--- src/rtl/alu_control_pipe.sv ---
// alu_control_pipe: registered, handshaked ALU-control decoder.
// Decodes OpALU/funct/opcode into an ALU operation code, flags unrecognised
// ops, and holds mult/div for MULDIV_LAT cycles before presenting the code.
//
//   state     | meaning
//   ----------+--------------------------------------------------------
//   ST_IDLE   | nothing held; ready to accept
//   ST_HOLD   | out_valid=1, outputs stable until out_ready
//   ST_MULDIV | mult/div in flight, latency counter running
module alu_control_pipe #(
  parameter int CTRL_W     = 4,
  parameter int FUNCT_W    = 6,
  parameter int MULDIV_LAT = 4
) (
  input  logic               clk,
  input  logic               rst_n,
  input  logic               in_valid,
  output logic               in_ready,
  input  logic [1:0]         OpALU,
  input  logic [FUNCT_W-1:0] funct,
  input  logic [FUNCT_W-1:0] opcode,
  output logic               out_valid,
  input  logic               out_ready,
  output logic [CTRL_W-1:0]  inputALU,
  output logic               illegal,
  output logic               muldiv_start,
  output logic               busy
);

  localparam int CNT_W = (MULDIV_LAT > 1) ? $clog2(MULDIV_LAT) : 1;
  localparam logic [CNT_W-1:0] CNT_LOAD = CNT_W'(MULDIV_LAT - 1);

  typedef enum logic [1:0] {
    ST_IDLE   = 2'b00,
    ST_HOLD   = 2'b01,
    ST_MULDIV = 2'b10
  } state_t;

  state_t           state_q, state_d;
  logic             out_valid_q, out_valid_d;
  logic [3:0]       code_q, code_d;
  logic             illegal_q, illegal_d;
  logic             muldiv_start_q, muldiv_start_d;
  logic             busy_q, busy_d;
  logic [CNT_W-1:0] cnt_q, cnt_d;

  logic [3:0]       dec_code;
  logic             dec_illegal;
  logic             dec_muldiv;
  logic             accept;

  // in_ready only looks at state and out_ready, never at the upstream side
  assign in_ready = (state_q == ST_IDLE) || ((state_q == ST_HOLD) && out_ready);
  assign accept   = in_valid && in_ready;

  // Decode the op fields; bits above [5:0] must be zero for a legal op
  always_comb begin
    dec_code    = 4'b0000;
    dec_illegal = 1'b0;
    dec_muldiv  = 1'b0;
    case (OpALU)
      2'b00: dec_code = 4'b0010;
      2'b01: dec_code = 4'b0110;
      2'b10: begin
        if ((funct >> 6) != '0) begin
          dec_illegal = 1'b1;
        end else begin
          case (funct[5:0])
            6'b100000: dec_code = 4'b0010;
            6'b100010: dec_code = 4'b0110;
            6'b100100: dec_code = 4'b0000;
            6'b100101: dec_code = 4'b0001;
            6'b101010: dec_code = 4'b0111;
            6'b100110: dec_code = 4'b0011;
            6'b100111: dec_code = 4'b1100;
            6'b000000: dec_code = 4'b1000;
            6'b000010: dec_code = 4'b1001;
            6'b011000: begin dec_code = 4'b1010; dec_muldiv = 1'b1; end
            6'b011010: begin dec_code = 4'b1011; dec_muldiv = 1'b1; end
            default:   dec_illegal = 1'b1;
          endcase
        end
      end
      default: begin
        if ((opcode >> 6) != '0) begin
          dec_illegal = 1'b1;
        end else begin
          case (opcode[5:0])
            6'b001000: dec_code = 4'b0010;
            6'b001100: dec_code = 4'b0000;
            6'b001101: dec_code = 4'b0001;
            6'b001010: dec_code = 4'b0111;
            6'b001110: dec_code = 4'b0011;
            default:   dec_illegal = 1'b1;
          endcase
        end
      end
    endcase
  end

  // Next-state and registered-output logic for the handshake/sequencer
  always_comb begin
    state_d        = state_q;
    out_valid_d    = out_valid_q;
    code_d         = code_q;
    illegal_d      = illegal_q;
    muldiv_start_d = 1'b0;
    busy_d         = busy_q;
    cnt_d          = cnt_q;
    case (state_q)
      ST_IDLE, ST_HOLD: begin
        if (accept) begin
          code_d    = dec_code;
          illegal_d = dec_illegal;
          if (dec_muldiv) begin
            state_d        = ST_MULDIV;
            out_valid_d    = 1'b0;
            muldiv_start_d = 1'b1;
            busy_d         = 1'b1;
            cnt_d          = CNT_LOAD;
          end else begin
            state_d     = ST_HOLD;
            out_valid_d = 1'b1;
          end
        end else if ((state_q == ST_HOLD) && out_ready) begin
          state_d     = ST_IDLE;
          out_valid_d = 1'b0;
        end
      end
      ST_MULDIV: begin
        if (cnt_q == '0) begin
          state_d     = ST_HOLD;
          out_valid_d = 1'b1;
          busy_d      = 1'b0;
        end else begin
          cnt_d = cnt_q - 1'b1;
        end
      end
      default: begin
        state_d     = ST_IDLE;
        out_valid_d = 1'b0;
        busy_d      = 1'b0;
      end
    endcase
  end

  // State and output registers; reset discards any in-flight op
  always_ff @(posedge clk or negedge rst_n) begin
    if (!rst_n) begin
      state_q        <= ST_IDLE;
      out_valid_q    <= 1'b0;
      code_q         <= 4'b0000;
      illegal_q      <= 1'b0;
      muldiv_start_q <= 1'b0;
      busy_q         <= 1'b0;
      cnt_q          <= '0;
    end else begin
      state_q        <= state_d;
      out_valid_q    <= out_valid_d;
      code_q         <= code_d;
      illegal_q      <= illegal_d;
      muldiv_start_q <= muldiv_start_d;
      busy_q         <= busy_d;
      cnt_q          <= cnt_d;
    end
  end

  assign out_valid    = out_valid_q;
  assign inputALU     = CTRL_W'(code_q);
  assign illegal      = illegal_q;
  assign muldiv_start = muldiv_start_q;
  assign busy         = busy_q;

endmodule

--- config.mk ---
export PLATFORM = sky130hd
export DESIGN_NAME = alu_control_pipe
export DESIGN_NICKNAME = d
export VERILOG_FILES = /design/src/rtl/alu_control_pipe.sv
export SDC_FILE = /design/constraint.sdc
export NUM_CORES = 1
export LEC_CHECK = 0
export CAP_MARGIN = 20
export CORE_ASPECT_RATIO = 0.75
export CORE_MARGIN = 1
export CORE_UTILIZATION = 44
export DETAILED_ROUTE_END_ITERATION = 10
export HOLD_SLACK_MARGIN = 0.08
export MAX_ROUTING_LAYER = met4
export PLACE_DENSITY = 0.88
export SLEW_MARGIN = 40
export SYNTH_ARGS = -nofsm -noshare
export SYNTH_HDL_FRONTEND = slang
export SYNTH_SLANG_ARGS = --single-unit
--- constraint.sdc ---
create_clock -name clk -period 1.5 [get_ports clk]
set_input_delay 0.3 -clock clk [delete_from_list [all_inputs] [get_ports clk]]
set_output_delay 0.3 -clock clk [all_outputs]
set_load 0.01 [all_outputs]
==> results of run 1 <==
[placed cells by master (no fill, tap or decap), drive strengths merged, types with 2 or more instances in the layout]
| master | n |
|---|---|
| a211oi | 2 |
| a21oi | 11 |
| and2 | 3 |
| buf | 23 |
| clkbuf | 4 |
| clkdlybuf4s50 | 13 |
| dfrtp | 11 |
| dlygate4sd2 | 7 |
| dlymetal6s2s | 5 |
| inv | 6 |
| nand2 | 7 |
| nand3b | 2 |
| nor2 | 8 |
| nor2b | 3 |
| nor3 | 4 |
| nor3b | 2 |
| o21ai | 3 |
| o31ai | 2 |
| o41ai | 2 |
| or2 | 3 |
[per-layer routing]
layer | part of all wire (%) | wire length (µm)
met1 | 43 | 1043
met2 | 50 | 1216
met3 | 5.1 | 123
met4 | 1.6 | 38
met5 | 0 | 0
[power groups by stage]
stage                     logic, mW  clock network [mW]  registers, mW
final                         0.293               0.207          0.346
after global routing          0.316               0.223          0.349
after CTS                     0.294               0.212          0.346
after detailed placement      0.296                   0          0.351
after global placement        0.283                   0          0.349
after floorplan               0.116                   0          0.362
[registers in the layout (all words and copies together) (netlist names)]
signal        count
state_q           1
cnt_q             2
muldiv_start      1
inputALU          4
illegal           1
out_valid         1
busy              1
[worst min-delay path by stage]
stage | to | cells after the start | start | slack, ns
global placement | cnt_q[0] | 1 | cnt_q[0] | 0.46
CTS | inputALU[1] | 1 | rst_n | 0.36
floorplan | busy | 0 | rst_n | 0.004
finish | busy | 1 | rst_n | 0.35
global route | inputALU[3] | 1 | rst_n | 0.40
detailed placement | cnt_q[0] | 1 | cnt_q[0] | 0.46
[layout make-up]
class                   count  area [µm²]
repair buffers             48       424.2
flip-flops and latches     11       275.3
well taps                  22       27.53
fillers                   119       460.4
inverters                   6       22.52
clock buffers               4       26.28
multi-input cells          73       504.2
[metrics by stage]
stage	cell area (µm²)	worst slack (ns)
after floorplan	813.3	0.09553
after global placement	1221	-0.3755
after detailed placement	1221	-0.5117
after CTS	1260	0.006140
after global routing	1280	-0.04443
final	1280	0.02090
[cells by family after synthesis]
family                     after synthesis
AOI/OAI and AO/OA                       30
xor gates and xnor gates                 2
adders and majority gates                1
buffers and inverters                   12
DFF                                     11
muxes                                    1
and+or+nand+nor                         39
[cell usage after synthesis (2+ instances only)]
master | n | share of area, %
or2_1 | 2 | 1.5
nor2b_1 | 3 | 2.3
buf_2 | 3 | 1.8
inv_1 | 6 | 2.8
o31ai_1 | 2 | 1.8
nor2_1 | 8 | 3.7
o41ai_1 | 2 | 2.2
buf_6 | 2 | 2.8
and2_1 | 2 | 1.5
nand3b_1 | 2 | 1.8
nor3_1 | 4 | 2.5
nand2_1 | 7 | 3.2
dfrtp_1 | 11 | 34
nor3b_1 | 2 | 1.8
a21oi_1 | 11 | 6.8
o21ai_1 | 2 | 1.2
[timing repair]
item	CTS	global route
setup endpoints to repair	9	12
pin swaps	1	2
hold buffers	0	0
gates resized for setup	15	8
==> metrics, run 1 <==
status=complete, but fails checks; failing checks=design-rule violations; crit-path max cell delay=0.54 ns; Post-synth EDFFs=0; crit path cell chain=clkdlybuf4s50_1; XOR/XNOR Fraction of Synth Area=under 10%; first-pass GRT wire length=between 3 and 4 mm; Synth Area in Compound Gates=around 26%; CTS tree=done; Max IR drop VDD=about 0.52 mV; crit path from=inputALU[2]; worst min path class=in2async; final hold vios=0; Core Rows=13; H-tree depth reported by CTS=1; fraction of layout cells with a size suffix above 1=approximately 25%; Post CTS Setup Buffer Count=0; Clk Tree Root Cell=clkbuf_4; Die W=51.65 µm; final non-filler cell total=~160; overall routed net length=2.421 mm; cells on worst reg2reg path=5; Synth Instances=96; worst-path maximum fanout=2; post-synth cell types=43; fmax=0.6761 GHz; 1st-pass router iterations=7; Worst setup EP type=output pin; NetSw=~0.26 mW; critical path depth=1; CP endpoint=inputALU[2]; Final setup viols=0; total grt overflow=0; Adder-Cell Fraction of Synth Area=~1.5%; Synth Flop Type=dfrtp_1; post-route ant nets=0; starting density of the core=a little under half; PD cells=661.0 mW/mm²; simple-gate portion of the synthesized area=between 20 and 30%; crit-path leading delay family=buffers and inverters; Reg power frac=40.9%; RePlAce Congestion=between 0.8 and 0.9; worst r2r dst=cnt_q[1]; Worst-path clk slew=~0.070 ns; GRT busiest layer=met2; Slew @ Worst Pin=roughly 0.5 ns; Crit Path Category=reg2out; Die Area=between 0.002 and 0.0025 mm²; flops & latches, synth=11; Setup TNS=0 ns; Final Total Pwr=0.8461 mW; clk buf depth=2; largest family of logic cells by synthesized area=simple AND/OR/NAND/NOR gates; Final nets=approximately 160; # diodes=0; number of vias in the routed layout=925; Worst Path Required=about 1.2 ns; Die H=approximately 40 µm; Post-Syn Area=approximately 810 µm²; initial antenna violation count=0; Seq/Total Area, Yosys=roughly a third; relative slew slack=around 67%; Sw Share=between 30% and 40%; final hold slack=0.3540 ns; CP arrival=1.18 ns; M2 GR Usage=a little under half; CP max-delay cell=clkdlybuf4s50_1; syn nets=115; Logic pwr share=between 30% and 40%; routed len/inst=between 10 and 15 µm; min Tclk post-route=1.479 ns; largest net degree at the start of global routing=12; met1 Usage GRT=between 30% and 40%; HPWL after DPL=1.865 mm; DRT iter0 DRCs=23; drt drc=1; Overall Global Routing Usage=a little over a quarter; Buf/Inv on CP=1; # Max-Cap Violations=0; met3 usage=approximately 5.5%; final period utilization=between 90 and 100%; Pleak=slightly above 0.6 nW; Worst R2R Setup Slack=0.26 ns; max-slew violations=0; # IOs=27; clock sinks=11; Final Skew=0.003298 ns; clock latency at the later pin of the worst-skew pair=~0.28 ns; mux cell area share after synthesis=under 10%; final core utilization=73.54%; internal power=0.5890 mW; P&R area growth vs syn=57.38%; CTS Buf Count=3; Synth warnings=0; Port Buf Inserts=26; reg2reg start=out_valid; RSZ-0062 raised after global routing=true; vias in the first global route=roughly 890; async set-reset flop share out of synthesis=100.0%; Avg Synthesized Cell Area=about 8.5 µm²; crit start category=flip-flop; placed cells=160; DR vias/cell=approximately 5.6; clock share of power=around 25%; total core area=0.001740 mm²
(Power assumes the default switching activity.)
==> run 2, diff against run 1 <==
HOLD_SLACK_MARGIN = 0.05   (was 0.08)
==> results of run 2 <==
Final layout, timing and power as in run 1 (identical DEF).
